[config.mk]
export PLATFORM = sky130hd
export DESIGN_NAME = div_unit
export DESIGN_NICKNAME = d
export VERILOG_FILES = /design/src/rtl/div_unit.sv
export SDC_FILE = /design/constraint.sdc
export NUM_CORES = 1
export LEC_CHECK = 0
export BUFFER_PORTS_ARGS = -buffer_cell sky130_fd_sc_hd__buf_2
export CORE_ASPECT_RATIO = 1.1
export CORE_UTILIZATION = 35
export CTS_CLUSTER_DIAMETER = 100
export CTS_CLUSTER_SIZE = 40
export DETAILED_ROUTE_END_ITERATION = 7
export PLACE_DENSITY = 0.64
export RECOVER_POWER = 50
export SYNTH_ARGS = -nofsm -noshare
export SYNTH_HDL_FRONTEND = slang
export SYNTH_SLANG_ARGS = --single-unit
[constraint.sdc]
create_clock -name clk -period 6.6 [get_ports clk]
set_input_delay 0.99 -clock clk [delete_from_list [all_inputs] [get_ports clk]]
set_output_delay 0.99 -clock clk [all_outputs]
set_load 0.005 [all_outputs]
[src/rtl/div_unit.sv]
// Iterative radix-2 restoring divider for the EX stage (DIV/DIVU), producing {HI, LO} = {rem, quo}.
// Build option: define DIV_ZERO_FAST_EN to finish a divide-by-zero straight from IDLE without iterating.
module div_unit #(
  parameter int WIDTH = 32
) (
  input  logic               clk,
  input  logic               rst,
  input  logic               start,
  input  logic               signed_div,
  input  logic [WIDTH-1:0]   a,
  input  logic [WIDTH-1:0]   b,
  input  logic               annul,
  output logic               stall_div,
  output logic               ready,
  output logic [2*WIDTH-1:0] result
);

  // Handshake: start is a level request held by the stalled pipeline; ready is a one-cycle
  // pulse with result valid; annul wins over start in every state and suppresses ready.
  typedef enum logic [1:0] {IDLE = 2'd0, BUSY = 2'd1, DONE = 2'd2} state_t;

  localparam logic [5:0] LAST_STEP = 6'(WIDTH - 1);

  state_t             state_q, state_d;
  logic [5:0]         cnt_q, cnt_d;
  logic [WIDTH-1:0]   rem_q, rem_d;
  logic [WIDTH-1:0]   quo_q, quo_d;
  logic [WIDTH-1:0]   dvs_q, dvs_d;
  logic [WIDTH-1:0]   a_q, a_d;
  logic               neg_q, neg_d;
  logic               sign_a_q, sign_a_d;
  logic               bzero_q, bzero_d;
  logic [2*WIDTH-1:0] result_q, result_d;

  logic               a_neg, b_neg, load, last;
  logic [WIDTH-1:0]   a_mag, b_mag;
  logic [WIDTH:0]     shl_rem, trial;
  logic [WIDTH-1:0]   step_rem, step_quo, fix_rem, fix_quo;

  assign a_neg = signed_div & a[WIDTH-1];
  assign b_neg = signed_div & b[WIDTH-1];
  assign a_mag = a_neg ? -a : a;
  assign b_mag = b_neg ? -b : b;
  assign load  = (state_q == IDLE) & start & ~annul;
  assign last  = (state_q == BUSY) & (cnt_q == LAST_STEP);

  // One restoring step; rem < divisor always, so WIDTH+1 bits hold the shifted remainder.
  always_comb begin
    shl_rem = {rem_q, quo_q[WIDTH-1]};
    trial   = shl_rem - {1'b0, dvs_q};
    if (!trial[WIDTH]) begin
      step_rem = trial[WIDTH-1:0];
      step_quo = {quo_q[WIDTH-2:0], 1'b1};
    end else begin
      step_rem = shl_rem[WIDTH-1:0];
      step_quo = {quo_q[WIDTH-2:0], 1'b0};
    end
    fix_quo = neg_q    ? -step_quo : step_quo;
    fix_rem = sign_a_q ? -step_rem : step_rem;
  end

  always_ff @(posedge clk) begin
    if (!rst) begin
      state_q <= IDLE;
    end else begin
      state_q <= state_d;
    end
  end

  always_comb begin
    state_d = state_q;
    if (annul) begin
      state_d = IDLE;
    end else begin
      case (state_q)
        IDLE: begin
          if (start) begin
`ifdef DIV_ZERO_FAST_EN
            state_d = (b == '0) ? DONE : BUSY;
`else
            state_d = BUSY;
`endif
          end
        end
        BUSY:    if (cnt_q == LAST_STEP) state_d = DONE;
        DONE:    state_d = IDLE;
        default: state_d = IDLE;
      endcase
    end
  end

  always_comb begin
    ready     = (state_q == DONE) & ~annul;
    stall_div = ~annul & ((start & (state_q == IDLE)) | (state_q == BUSY));
  end

  always_comb begin
    cnt_d    = cnt_q;
    rem_d    = rem_q;
    quo_d    = quo_q;
    dvs_d    = dvs_q;
    a_d      = a_q;
    neg_d    = neg_q;
    sign_a_d = sign_a_q;
    bzero_d  = bzero_q;
    result_d = result_q;
    if (load) begin
      cnt_d    = '0;
      rem_d    = '0;
      quo_d    = a_mag;
      dvs_d    = b_mag;
      a_d      = a;
      neg_d    = a_neg ^ b_neg;
      sign_a_d = a_neg;
      bzero_d  = (b == '0);
`ifdef DIV_ZERO_FAST_EN
      if (b == '0) result_d = {a, {WIDTH{1'b1}}};
`endif
    end else if ((state_q == BUSY) && !annul) begin
      cnt_d = cnt_q + 6'd1;
      rem_d = step_rem;
      quo_d = step_quo;
      // Divide-by-zero result is forced rather than taken from the iterations.
      if (last) result_d = bzero_q ? {a_q, {WIDTH{1'b1}}} : {fix_rem, fix_quo};
    end
  end

  always_ff @(posedge clk) begin
    if (!rst) begin
      cnt_q    <= '0;
      rem_q    <= '0;
      quo_q    <= '0;
      dvs_q    <= '0;
      a_q      <= '0;
      neg_q    <= 1'b0;
      sign_a_q <= 1'b0;
      bzero_q  <= 1'b0;
      result_q <= '0;
    end else begin
      cnt_q    <= cnt_d;
      rem_q    <= rem_d;
      quo_q    <= quo_d;
      dvs_q    <= dvs_d;
      a_q      <= a_d;
      neg_q    <= neg_d;
      sign_a_q <= sign_a_d;
      bzero_q  <= bzero_d;
      result_q <= result_d;
    end
  end

  assign result = result_q;

endmodule

==> results of run 1 <==
-- cell type report --
cell class	count	area, um2	area share, %
repair buffers	153	752	5.27
clock inverters	6	145	1.02
clock buffers	11	275	1.93
inverters	54	204	1.43
multi-input cells	1336	8220	57.6
flip-flops and latches	203	4060	28.5
well taps	487	609	4.27
-- worst max-delay path: stages (launching register included) --
cell,delay [ps]
dfxtp_1,400
inv_1,70
ha_1,230
fa_1,480
nor2b_4,170
o31a_1,220
o21a_1,230
a31o_2,250
a31o_1,610
nor2_8,70
inv_2,110
nor2_1,50
a21oi_1,230
ha_1,230
inv_1,80
nor2_1,130
nor4b_1,230
a41oi_1,110
a21oi_1,350
a41oi_1,330
or3_1,430
o31ai_1,260
xnor2_1,150
a221oi_1,90
-- state kept, by name (all words and copies together) (netlist names) --
register / count
a_q: 32
bzero_q: 1
cnt_q: 6
dvs_q: 32
neg_q: 1
quo_q: 32
rem_q: 32
result: 64
sign_a_q: 1
state_q: 2
-- cell families (layout without fill, tap and decap cells) --
group / Yosys count / count (layout)
flip-flops: 203 / 203
multiplexers: 26 / 26
AO/OA/AOI/OAI: 534 / 534
buffers and inverters: 165 / 224
XOR/XNOR: 133 / 133
AND/OR/NAND/NOR: 605 / 605
adder cells (fa/ha/maj): 38 / 38
-- layer usage --
layer	track usage [%]	routed length (um)	vias to the layer above
met5	0	8	-
met4	8.32	1440	2
met3	2.75	1750	76
met2	35.2	19100	319
met1	28.0	17900	6028
li1	-	-	6237
-- cells in the final DEF (no fill, tap or decap), types with 16 or more instances in the layout --
cell / synthesis / routed
inv_1: 52 / 52
a31oi_1: 20 / 20
mux2i_1: 21 / 21
clkbuf_1: 101 / 43
nor2_1: 176 / 175
a311oi_1: 38 / 38
nand2_1: 250 / 250
buf_2: 7 / 94
nand3_1: 20 / 20
dfxtp_1: 203 / 203
o21ai_0: 107 / 107
a211oi_1: 56 / 56
ha_1: 37 / 37
xor2_1: 82 / 82
a21oi_1: 156 / 156
xnor2_1: 51 / 51
o31ai_1: 30 / 30
nor4_1: 22 / 22
or3_1: 31 / 31
nor3_1: 29 / 28
buf_4: 0 / 16
-- stage by stage --
step	hold WS (ps)	total power [mW]	cells
floorplan	431	1.99	1704
CTS	461	3.11	2250
finish	461	3.09	2250
detailed placement	444	2.24	2233
global route	477	3.26	2250
global placement	441	2.24	2233
-- worst paths after layout --
| path | startpoint | end | slack, ps | depth (start not counted) |
|---|---|---|---|---|
| worst min register to register | a_q[26] | a_q[26] | 460 | 2 |
| worst max register to register | quo_q[31] | result[62] | 810 | 23 |
| worst min-delay path | a_q[26] | a_q[26] | 460 | 2 |
| worst max-delay path | quo_q[31] | result[62] | 810 | 23 |
-- power groups by stage --
stage / clock (mW) / sequential, mW / combinational [mW]
5_1_grt: 0.926 / 1.32 / 1.02
6_report: 0.863 / 1.31 / 0.922
2_1_floorplan: 0 / 1.32 / 0.668
3_3_place_gp: 0 / 1.33 / 0.905
4_1_cts: 0.886 / 1.31 / 0.917
3_5_place_dp: 0 / 1.33 / 0.909
==> results_dict.tcl, run 1 <==
set metrics [dict create \
    status "finished with violations" \
    failed_checks "max-capacitance violations, max-slew violations" \
    postRouteAntennaNets 0 \
    syn_area_um2 12900 \
    rsz0062_at_grt "no" \
    path_clk_slew_ps 150 \
    grt_max_degree 93 \
    setup-tns-final_ps 0 \
    fin_util_pct 39.3 \
    synth_edf_count 0 \
    power.switching_mw 1.15 \
    arrival_ps 6040 \
    period_share_pct 87.8 \
    dieArea_um2 37600 \
    hold_class "flip-flop to flip-flop" \
    crit_required_ps 6840 \
    die_w_um 185 \
    drive_above_1_share_pct 9.02 \
    endpoint_kind "flip-flop" \
    p_clk_share_pct 27.9 \
    ios 135 \
    setup_viol 0 \
    critPathKind "flip-flop to flip-flop" \
    yosys.area_share.simple_pct 21.3 \
    synthAdderAreaFrac_pct 3.74 \
    cts_tree "yes" \
    grt.overflow.total 0 \
    numCtsBuffers 11 \
    post_cts_resize_count 0 \
    syn_avg_cell_area_um2 7.57 \
    p_int_mw 1.95 \
    synth.top_cell.area_share_pct 31.5 \
    cp_max_fo 10 \
    antenna_found_initial 1 \
    drc 0 \
    leakagePower_nw 5.24 \
    synth-main-ff-cell "dfxtp_1" \
    ys_top_cells_by_area "dfxtp_1 32%, nand2_1 7.3%, a21oi_1 6.1%" \
    finalClockSkew_ps 40.8 \
    synth_common_cells "250 x nand2_1, 203 x dfxtp_1, 176 x nor2_1" \
    ctsLongestPathBuffers 3 \
    ys_warn_count 0 \
    syn_inst 1704 \
    place_area_um2 13900 \
    synthArstFlopShare_pct 0 \
    post_cts_buffers 0 \
    synth.distinct_cells 77 \
    vias 12700 \
    fmax_ghz 0.173 \
    via_per_inst 5.63 \
    synth_top_family_by_area "compound AO/OA/AOI/OAI gates" \
    fin_area_um2 14300 \
    start_util_pct 35.6 \
    place_hpwl_um 29300 \
    synth_area_leader_cell "dfxtp_1" \
    ys_seq_area_share_pct 31.5 \
    tightest_slew_ps 3240 \
    synth-seq-cells 203 \
    routed_wl_um 40200 \
    core_region_area_um2 36300 \
    synthMuxAreaShare_pct 2.07 \
    wl_per_cell_um 17.9 \
    antenna_cells 0 \
    slew_violations 172 \
    grt_use_total_pct 21.3 \
    die_h_um 203 \
    clock_latency_ps 520 \
    first_pass_iters 5 \
    grt_pass1_vias 12000 \
    grt_pass1_wl_um 64700 \
    synthXorXnorAreaFrac_pct 9.03 \
    relSlewSlack_pct -116 \
    hold_viol 0 \
    max-vdd-ir-drop_uv 163 \
    nets 1866 \
    drt-initial-drc-count 974 \
    cts.sink_count 203 \
    fillers 3788 \
    pwr-share-comb_pct 29.8 \
    synthMostInstantiatedCell "nand2_1" \
    area_growth_pct 10.6 \
    start_kind "flip-flop" \
    cts_root_buf "clkbuf_16" \
    dp_worst_setup_slack_ps 931 \
    p_sw_share_pct 37.1 \
    synth-compound-area-share_pct 27.4 \
    cap_violations 3 \
    place.gp.congestion 0.908 \
    num_rows 73 \
    p_per_area_nw_per_um2 217 \
    numPortBuffers 134 \
    fin_ws_ps 807 \
    syn_nets 1811 \
    h-tree-depth 1 \
    fin_crit_ps 5790 \
    seq_power_share_pct 42.3 \
    hold_buffers 0 \
]
Note: power is estimated with default switching activity, not from simulation.
==> run 2, diff against run 1 <==
- CORE_UTILIZATION: 35 -> 50
- PLACE_DENSITY: 0.64 -> 0.81
==> run 2 against run 1 <==
  * The run still ends with max-capacitance violations, max-slew violations left
  * Largest cell class unchanged
  * Global-route usage grew 7.0 points
  * Setup slack better by 42 ps
  * Flip-flop and latch count stayed put
==> results_dict.tcl, run 2 (synthesis gave the netlist of run 1 again) <==
set metrics [dict create \
    status "finished with violations" \
    failed_checks "max-capacitance violations, max-slew violations" \
    h-tree-depth 1 \
    setup-tns-final_ps 0 \
    p_per_area_nw_per_um2 208 \
    post_cts_resize_count 0 \
    drc 0 \
    routed_wl_um 37800 \
    final_common_cell "nand2_1" \
    regArea_um2 4060 \
    leakagePower_nw 5.23 \
    dieArea_um2 26400 \
    grt.overflow.total 0 \
    first_pass_iters 5 \
    drive_above_1_share_pct 9.39 \
    die_h_um 170 \
    vias 12700 \
    largest_reg_flops 64 \
    fin_crit_ps 5750 \
    grt_pass1_wl_um 60700 \
    critPathKind "primary input to flip-flop" \
    endpoint_kind "flip-flop" \
    core_region_area_um2 25300 \
    timing.rr.end "result[62]" \
    num_rows 61 \
    max-vdd-ir-drop_uv 177 \
    ctsLongestPathBuffers 3 \
    top_usage_layer "met2" \
    r2r_setup_slack_ps 1150 \
    final_cell_mix "250 x nand2_1, 203 x dfxtp_1, 175 x nor2_1" \
    start_kind "primary input" \
    place_hpwl_um 27900 \
    dp_worst_setup_slack_ps 1190 \
    relSlewSlack_pct -50.9 \
    fmax_ghz 0.174 \
    r2r_cells 23 \
    fin_ws_ps 848 \
    whs_ps 464 \
    p_total_mw 2.90 \
    grt_pass1_vias 11800 \
    crit_path_end "result[54]" \
    start_util_pct 50.9 \
    hold_viol 0 \
    place.gp.congestion 0.951 \
    cts_tree "yes" \
    multi_input_area_um2 8220 \
    fillers 2439 \
    drt-initial-drc-count 941 \
    clock_latency_ps 480 \
    finalClockSkew_ps 31.0 \
    cap_violations 2 \
    antenna_found_initial 0 \
    globalRouteMet2Util_pct 46.2 \
    via_per_inst 6.05 \
    crit_required_ps 7020 \
    post_cts_buffers 0 \
    grt_max_degree 92 \
    cp-startpoint "rst" \
    path_clk_slew_ps 140 \
    grt_use_met1_pct 36.8 \
    setup_viol 0 \
    postRouteAntennaNets 0 \
    fin_util_pct 55.0 \
    antenna_cells 0 \
    hold_buffers 0 \
    cts_root_buf "clkbuf_16" \
    wl_per_cell_um 18.0 \
    numPortBuffers 134 \
    tightest_slew_ps 2260 \
    numCtsBuffers 9 \
    rsz0062_at_grt "no" \
    nets 1863 \
    area_growth_pct 8.01 \
    grtUsageMet3_pct 2.52 \
    slew_violations 101 \
    die_w_um 155 \
    cp_max_fo 71 \
    ios 135 \
    hold_class "flip-flop to flip-flop" \
    reg2reg_from "quo_q[31]" \
    arrival_ps 6170 \
    period_share_pct 87.1 \
    grt_use_total_pct 28.2 \
    cts.sink_count 203 \
]
-- run 2: changes by cell type in the layout (fill, tap and decap cells not counted), sizes merged --
cell / before / now
clkinv: 6 / 0
inv: 53 / 55
clkbuf: 54 / 40
buf: 110 / 122
-- run 2: cell type report --
cell class              count  area share [%]
multi-input cells        1336            59.0
flip-flops and latches    203            29.2
repair buffers            152            5.48
well taps                 346            3.11
clock buffers              10            1.64
inverters                  54            1.46
clock inverters             2           0.180
-- run 2: how the worst min path moves through the flow --
stage	slack, ps	startpoint	cells after the start	end
6_report	460	a_q[0]	2	a_q[0]
5_1_grt	490	a_q[26]	2	a_q[26]
4_1_cts	460	a_q[30]	2	a_q[30]
3_5_place_dp	450	a_q[30]	2	a_q[30]
3_3_place_gp	440	a_q[27]	2	a_q[27]
2_1_floorplan	430	a_q[1]	2	a_q[1]
-- run 2: critical path, cell delays in order --
cell and delay (ps):
buf_2 70, clkbuf_1 1610, clkinvlp_2 2150, buf_4 820, nor2_1 300, o2bb2ai_1 140
-- run 2: per-stage QoR --
| stage | area [um2] | std cells |
|---|---|---|
| global placement | 13700 | 2091 |
| finish | 13900 | 2103 |
| floorplan | 12900 | 1704 |
| CTS | 14000 | 2103 |
| global route | 13900 | 2103 |
| detailed placement | 13700 | 2091 |
-- run 2: power breakdown --
group / internal, mW / switching, mW / leakage, nW / total [mW]
clock: 0.261 / 0.404 / 0.124 / 0.666
sequential: 1.27 / 0.0436 / 1.65 / 1.31
combinational: 0.331 / 0.593 / 3.45 / 0.924
-- run 2: metal layers --
metal | vias up | wire length [um]
met5 | - | 0
met4 | 0 | 1900
met3 | 68 | 2360
met2 | 472 | 17100
met1 | 5941 | 16400
li1 | 6240 | -
==> run 3, diff against run 2 <==
- RECOVER_POWER: 50 -> 100
==> run 3 against run 2 <==
  * The flow still finishes with violations (max-capacitance violations, max-slew violations)
  * Sequential share of layout area about the same
  * Sequential power about the same
  * Via count hardly changed
  * Routed wire length is essentially flat
  * Total power about the same
  * Clock skew fell by 1.0 ps
  * Cell area hardly changed
  * Cell count is the same
  * First-iteration DRC count is 0.53% lower
  * Largest cell class unchanged
  * Highest routed layer unchanged
==> results_dict.tcl, run 3 (synthesis gave the netlist of run 1 again) <==
set metrics [dict create \
    fillers 2444 \
    grt_pass1_wl_um 60700 \
    rsz0062_at_grt "no" \
    die_h_um 170 \
    period_share_pct 86.7 \
    dp.cells 2091 \
    ctsLongestPathBuffers 3 \
    postRouteAntennaNets 0 \
    status "finished with violations" \
    drt-initial-drc-count 936 \
    via_per_inst 6.05 \
    vias 12700 \
    place.gp.congestion 0.951 \
    final_cell_mix "250 x nand2_1, 203 x dfxtp_1, 175 x nor2_1" \
    grt.overflow.total 0 \
    endpoint_kind "flip-flop" \
    nets 1863 \
    drc 0 \
    cts_root_buf "clkbuf_16" \
    place_hpwl_um 27900 \
    area_growth_pct 7.91 \
    drive_above_1_share_pct 9.11 \
    routed_wl_um 37800 \
    die_w_um 155 \
    critPathKind "primary input to flip-flop" \
    core_region_area_um2 25300 \
    failed_checks "max-capacitance violations, max-slew violations" \
    wl_per_cell_um 18.0 \
    antenna_cells 0 \
    cp_max_fo 71 \
    arrival_ps 6140 \
    grt_max_degree 92 \
    p_per_area_nw_per_um2 208 \
    grt_pass1_vias 11800 \
    finalClockSkew_ps 30.0 \
    place_area_um2 13700 \
    fin_area_um2 13900 \
    post_cts_resize_count 0 \
    whs_ps 464 \
    start_util_pct 50.9 \
    leakagePower_nw 5.21 \
    post_cts_buffers 0 \
    setup_viol 0 \
    hold_buffers 0 \
    slew_violations 172 \
    holdPathStages 2 \
    num_rows 61 \
    clock_latency_ps 480 \
    cap_violations 4 \
    final_common_cell "nand2_1" \
    antenna_found_initial 0 \
    dieArea_um2 26400 \
    setup-tns-final_ps 0 \
    largest_reg_flops 64 \
    ios 135 \
    numPortBuffers 134 \
    hold_class "flip-flop to flip-flop" \
    relSlewSlack_pct -48.4 \
    met2_wirelength_um 17100 \
    cts.sink_count 203 \
    start_kind "primary input" \
    wl_met1_um 16600 \
    path_clk_slew_ps 140 \
    routed.top_layer "met4" \
    grt_use_total_pct 28.2 \
    fmax_ghz 0.175 \
    dr_wl_met3_um 2130 \
    crit_required_ps 7020 \
    r2r_cells 17 \
    hold_viol 0 \
    fin_crit_ps 5720 \
    max-vdd-ir-drop_uv 177 \
    h-tree-depth 1 \
    cts_tree "yes" \
    tightest_slew_ps 2230 \
    numCtsBuffers 9 \
    first_pass_iters 5 \
    finalNonFillerCells 2103 \
]
[run 3: cell types whose count changed in the layout (fill, tap and decap cells not counted)]
cell	change
a31o_1	+1
a31o_2	-1
buf_2	-1
buf_4	-3
clkbuf_1	+4
o21ai_0	+1
o21ai_1	-1
[run 3: per-stage QoR]
step | total power [mW] | util (%) | setup slack (ps)
2_1_floorplan | 1.99 | - | 1450
3_3_place_gp | 2.23 | 54.2 | 1320
3_5_place_dp | 2.24 | 54.2 | 1190
4_1_cts | 2.89 | 55.2 | 1160
5_1_grt | 3.04 | 54.9 | 418
6_report | 2.90 | 54.9 | 879
[run 3: layout make-up]
class,count,area (um2),share of cell area (%)
Inverter,54,204,1.46
Clock inverter,2,25.0,0.180
Tap cell,346,433,3.11
Timing Repair Buffer,152,751,5.39
Clock buffer,10,229,1.64
Multi-Input combinational cell,1336,8220,59.0
Sequential cell,203,4060,29.2
[run 3: per-layer routing]
metal | vias to the layer above | track usage (%)
met5 | - | 0
met2 | 447 | 46.2
li1 | 6247 | -
met4 | 0 | 15.1
met1 | 5948 | 36.8
met3 | 72 | 2.52
[run 3: worst paths after layout]
path         startpoint    endpoint  slack, ps
max                 rst  result[54]        880
min             a_q[16]     a_q[16]        460
max reg2reg   quo_q[31]  result[28]        880
min reg2reg     a_q[16]     a_q[16]        460
[run 3: critical path, cell delays in order]
cell and delay (ps):
buf_2 70, clkbuf_1 1580, clkinvlp_2 2140, buf_4 800, nor2_1 310, o2bb2ai_1 140
[run 3: report_power, final]
part	switching [mW]	leakage (nW)	internal (mW)	total [mW]
combinational	0.594	3.44	0.328	0.922
clock	0.405	0.124	0.261	0.666
sequential	0.0438	1.65	1.27	1.31
total	1.04	5.21	1.86	2.90
